**src/rtl/fir_alu_pkg.sv**
```systemverilog
// Op encodings and saturate/truncate helpers shared by the FIR arithmetic blocks.
// Helpers work on a 64-bit signed view, so callers sign-extend their value first.
package fir_alu_pkg;

  localparam logic [1:0] OP_ADD = 2'b00;
  localparam logic [1:0] OP_MUL = 2'b01;
  localparam logic [1:0] OP_MAC = 2'b10;
  localparam logic [1:0] OP_SUB = 2'b11;

  localparam int HELPER_W = 64;

  // True when y is representable as a w-bit signed number.
  function automatic logic fits_signed(input logic signed [HELPER_W-1:0] y, input int w);
    logic signed [HELPER_W-1:0] hi;
    hi = y >>> (w - 1);
    return (hi == '0) || (&hi);
  endfunction

  function automatic logic signed [HELPER_W-1:0] sat_bound(input logic neg, input int w);
    logic signed [HELPER_W-1:0] mag;
    mag = 64'sd1;
    mag = mag <<< (w - 1);
    return neg ? -mag : mag - 64'sd1;
  endfunction

endpackage

```
**src/rtl/fir_alu_scale.sv**
```systemverilog
// Combinational output scaling: arithmetic shift, then clip or truncate to OUT_W.
// out_sat flags any value that does not fit, whichever mode is selected.
module fir_alu_scale
  import fir_alu_pkg::*;
#(
  parameter int ACC_W     = 40,
  parameter int OUT_W     = 32,
  parameter int OUT_SHIFT = 0,
  parameter int SAT_EN    = 1
) (
  input  logic [ACC_W-1:0] x,
  output logic [OUT_W-1:0] result,
  output logic             out_sat
);

  logic signed [ACC_W-1:0]    y;
  logic signed [HELPER_W-1:0] y_ext;
  logic                       fits;
  logic [OUT_W-1:0]           bound;

  assign y      = $signed(x) >>> OUT_SHIFT;
  assign y_ext  = HELPER_W'(y);
  assign fits   = fits_signed(y_ext, OUT_W);
  assign bound  = OUT_W'(sat_bound(y[ACC_W-1], OUT_W));
  assign result = ((SAT_EN != 0) && !fits) ? bound : y[OUT_W-1:0];
  assign out_sat = !fits;

endmodule

```
**src/rtl/fir_mac_alu.sv**
```systemverilog
// Pipelined signed ADD/SUB/MUL/MAC unit with guard-bit accumulator; accept -> out_valid in 2 cycles.
// A result held against !out_ready freezes the whole pipe and drops in_ready.
module fir_mac_alu
  import fir_alu_pkg::*;
#(
  parameter int DATA_W    = 16,
  parameter int ACC_W     = 40,
  parameter int OUT_W     = 32,
  parameter int OUT_SHIFT = 0,
  parameter int SAT_EN    = 1
) (
  input  logic              clk,
  input  logic              rst,
  input  logic              in_valid,
  output logic              in_ready,
  input  logic [DATA_W-1:0] a,
  input  logic [DATA_W-1:0] b,
  input  logic [1:0]        op_sel,
  input  logic              in_last,
  output logic              out_valid,
  input  logic              out_ready,
  output logic [OUT_W-1:0]  result,
  output logic              out_sat
);

  logic                    stall;
  logic                    s1_vld;
  logic                    s1_last;
  logic [1:0]              s1_op;
  logic signed [ACC_W-1:0] s1_term;
  logic signed [ACC_W-1:0] acc;
  logic signed [ACC_W-1:0] a_ext;
  logic signed [ACC_W-1:0] b_ext;
  logic signed [ACC_W-1:0] term;
  logic signed [ACC_W-1:0] mac_sum;
  logic signed [ACC_W-1:0] scale_in;
  logic [OUT_W-1:0]        scale_res;
  logic                    scale_sat;

  assign stall    = out_valid && !out_ready;
  assign in_ready = !stall;

  assign a_ext = ACC_W'($signed(a));
  assign b_ext = ACC_W'($signed(b));

  // ACC_W >= 2*DATA_W, so the truncated product is still exact.
  always_comb begin
    term = '0;
    case (op_sel)
      OP_ADD:  term = a_ext + b_ext;
      OP_SUB:  term = a_ext - b_ext;
      default: term = a_ext * b_ext;
    endcase
  end

  assign mac_sum  = acc + s1_term;
  assign scale_in = (s1_op == OP_MAC) ? mac_sum : s1_term;

  fir_alu_scale #(
    .ACC_W    (ACC_W),
    .OUT_W    (OUT_W),
    .OUT_SHIFT(OUT_SHIFT),
    .SAT_EN   (SAT_EN)
  ) u_scale (
    .x      (scale_in),
    .result (scale_res),
    .out_sat(scale_sat)
  );

  always_ff @(posedge clk) begin
    if (rst) begin
      s1_vld    <= 1'b0;
      s1_op     <= OP_ADD;
      s1_last   <= 1'b0;
      s1_term   <= '0;
      acc       <= '0;
      out_valid <= 1'b0;
      result    <= '0;
      out_sat   <= 1'b0;
    end else if (!stall) begin
      s1_vld <= in_valid;
      if (in_valid) begin
        s1_op   <= op_sel;
        s1_last <= in_last && (op_sel == OP_MAC);
        s1_term <= term;
      end
      out_valid <= 1'b0;
      if (s1_vld) begin
        if (s1_op == OP_MAC && !s1_last) begin
          acc <= mac_sum;
        end else begin
          out_valid <= 1'b1;
          result    <= scale_res;
          out_sat   <= scale_sat;
          // Closing a MAC sum clears acc so the next MAC starts fresh.
          if (s1_op == OP_MAC) acc <= '0;
        end
      end
    end
  end

endmodule

```
**config.mk**
```make
export PLATFORM = sky130hd
export DESIGN_NAME = fir_mac_alu
export DESIGN_NICKNAME = d
export VERILOG_FILES = /design/src/rtl/fir_alu_pkg.sv /design/src/rtl/fir_alu_scale.sv /design/src/rtl/fir_mac_alu.sv
export SDC_FILE = /design/constraint.sdc
export NUM_CORES = 1
export LEC_CHECK = 0
export ABC_AREA = 0
export ABC_CLOCK_PERIOD_IN_PS = 6700
export BUFFER_PORTS_ARGS = -buffer_cell sky130_fd_sc_hd__buf_2
export CAP_MARGIN = 15
export CORE_AREA = 5 5 165 199
export CTS_BUF_LIST = sky130_fd_sc_hd__clkbuf_8
export CTS_CLUSTER_DIAMETER = 50
export DETAILED_ROUTE_END_ITERATION = 10
export DIE_AREA = 0 0 170 204
export MAX_ROUTING_LAYER = met4
export PLACE_DENSITY = 0.8
export SYNTH_ARGS = -nofsm -noshare
export SYNTH_HDL_FRONTEND = slang
export SYNTH_SLANG_ARGS = --single-unit
```
**constraint.sdc**
```tcl
create_clock -name clk -period 6.7 [get_ports clk]
set_clock_uncertainty 0.2 [all_clocks]
set_input_delay 0.335 -clock clk [delete_from_list [all_inputs] [get_ports clk]]
set_output_delay 0.335 -clock clk [all_outputs]
set_load 0.03 [all_outputs]
```
==> results.yml <==
min_path:
  hold_start: "out_ready"
  hold_class: "input port to flop"
  hold_end: "s1_vld"
  min_path_cells: 3
synthesis:
  syn_nets: 2612
  synth_ff_type: "dfxtp_1"
  netlist_area_sq_um: 18200
  synth-edff-count: 0
  postSynthRegisterBits: 110
  avgSynthCellArea_sq_um: 8.44
  synth-xor-area-share: 0.0328
  synth_top_area_frac: 0.292
  synth-seq-area-share: 0.121
  synth_common_cells: "inv_1, fa_1, nand2_1"
  synth_top_family_by_area: "adder cells"
  synth-simple-area-share: 0.176
  synth_most_common_cell: "inv_1"
  synth_area_leaders: "fa_1, dfxtp_1, ha_1"
  synth_mux_area_frac: 0.00221
  async_reset_ff_frac: 0
  synth_cell_types: 90
  yosysWarnings: 0
  netlist_instances: 2151
  synth_adder_area_share: 0.400
  synth-compound-area-share: 0.174
  synth_top_area_cell: "fa_1"
power:
  ir_worst_vdd_v: 0.000491
  power.density_nw_per_um2: 572
  p_leak_uw: 0.00958
die:
  die_h_um: 204
  rows: 71
  core_sq_um: 30800
  start_util: 0.589
  dieArea_sq_um: 34700
  io_pins: 74
  die_w_um: 170
place:
  placed_area_sq_um: 19300
  gp_congestion: 0.974
  dp_slack_ns: -0.150
  placed_cells: 2618
  dpl.hpwl_mm: 39.3
  port_buffers: 73
sta:
  final_hold_viol_count: 0
  fin_crit_sh: 0.950
  slew_viol_final: 0
  fmax_mhz: 157
  rsz0062_at_grt: "no"
  setup_violations: 0
  post-route-min-period_ns: 6.37
  slew_headroom: 0.278
  setup_ws_ns: 0.333
  worst_pin_slew_ns: 1.08
  worst_hold_slack_ns: 0.0104
setup_path:
  crit_fanout: 12
  r2r_setup_slack_ns: 2.36
  rr_endpoint: "result[26]"
  r2r_cells: 15
  cp-end-kind: "flop"
  critPathKind: "input port to flop"
  crit_path_start_kind: "input port"
  required_ns: 6.75
  arrival_ns: 6.42
  critPathMaxStageDelay_ns: 0.59
  cpMaxStageDelayCell: "fa_1"
  crit_path_frequent_cell: "fa_1"
  r2r-start: "s1_term[0]"
  crit_chain: "buf_2 -> inv_1 -> nor2_1 -> fa_1 -> buf_4 -> fa_1 -> fa_1 -> fa_1 -> fa_1 -> inv_1 -> fa_1 -> inv_1 -> ha_1 -> nand2_1 -> o21ai_0 -> a31o_2 -> o41a_1 -> o41ai_2 -> buf_4 -> o21ai_0 -> nand4b_1 -> o221ai_1"
global_route:
  antenna_found_initial: 0
  first_global_vias: 15943
  grt_pass1_wl_mm: 79.8
  grt-ovfl-total: 0
  grt_usage: 0.288
  grt_max_degree: 102
cells_and_area:
  stdcell_count: 2634
  nNetsFinal: 2689
  design_area_sq_um: 19600
  post-route-util: 0.635
  fillers: 2594
  num_antenna_cells: 0
  syn_to_final_growth_pct: 7.73
  drive_gt1_frac: 0.104
clocking:
  cts-root-buf: "clkbuf_8"
  worstSkewPairLatency_ns: 0.39
  cts_buffers: 9
  post_cts_resized: 0
  cts.hold.buffers_added: 0
  clk_path_buf_depth: 2
  cts_sinks: 110
  clk_pin_slew_ns: 0.11
  cts_tree: "built"
  htreeDepth: 3
  cts_setup_buffers: 0
route:
  initialDrtViolationCount: 1017
  wire_per_inst_um: 18.1
  first_pass_iters: 6
  vias: 15442
  ant_nets: 0
  route.detailed.drc: 0
  via_per_inst: 5.86
  drt_wl_total_mm: 47.8
status:
  status: "completed"
job:
  drv_cap: 0
per-stage QoR:
step | setup TNS, ns | total power, uW
5_1_grt | 0 | 12600
3_5_place_dp | -0.349 | 10600
6_report | 0 | 11200
4_1_cts | 0 | 11100
2_1_floorplan | 0 | 7940
3_3_place_gp | -0.0615 | 10300
registers in the layout, summed over array words and instances (netlist names):
register / count
s1_vld: 1
acc: 40
s1_term: 32
out_valid: 1
out_sat: 1
s1_last: 1
result: 32
s1_op: 2
layout by cell type (no fill, tap or decap), types with 72 or more instances in the layout:
| master | synthesis | final |
|---|---|---|
| inv_1 | 342 | 343 |
| fa_1 | 265 | 265 |
| nand2_1 | 224 | 224 |
| nor2_1 | 174 | 173 |
| ha_1 | 157 | 157 |
| dfxtp_1 | 110 | 110 |
| and2_1 | 104 | 104 |
| a21oi_1 | 94 | 94 |
| buf_4 | 1 | 93 |
| buf_2 | 8 | 72 |
cell type report:
| class | instances | area [sq um] | area share |
|---|---|---|---|
| clock buffers | 10 | 138 | 0.00704 |
| repair buffers | 166 | 1080 | 0.0551 |
| clock inverters | 6 | 71.3 | 0.00365 |
| flip-flops and latches | 110 | 2200 | 0.113 |
| inverters | 343 | 1290 | 0.0658 |
| well taps | 401 | 502 | 0.0256 |
| multi-input cells | 1598 | 14300 | 0.730 |
critical path: cells and delay by family:
| family | cells | cell delay (ns) |
|---|---|---|
| AND/OR/NAND/NOR | 3 | 0.49 |
| adder cells (fa/ha/maj) | 7 | 3.55 |
| buffers and inverters | 6 | 0.87 |
| AO/OA/AOI/OAI | 6 | 1.16 |
worst max path at each step:
stage,endpoint,cells past startpoint,start,slack (ns)
floorplan,s1_term[30],21,b[1],0.09
global placement,s1_term[28],23,a[7],-0.06
detailed placement,s1_term[28],22,b[3],-0.15
CTS,s1_term[28],23,a[7],0.24
global route,s1_term[28],23,a[7],0.01
finish,s1_term[30],22,b[3],0.33
layer usage:
metal | track usage | share of wire
met1 | 0.360 | 0.41
met2 | 0.503 | 0.50
met3 | 0.0238 | 0.056
met5 | - | 0
met4 | 0.0807 | 0.029
cell families after synthesis:
kind of cell	after synthesis
xor+xnor	68
flops	110
buf+inv	443
simple gates	664
mux	4
fa+ha+maj	422
compound gates	440
power breakdown:
part	switching, uW	leakage (uW)	internal, uW	total (uW)
clock network	235	0.000110	186	422
registers	86.2	0.000899	741	827
logic	5350	0.00857	4600	9950
total	5670	0.00958	5520	11200
(Power assumes the default switching activity.)
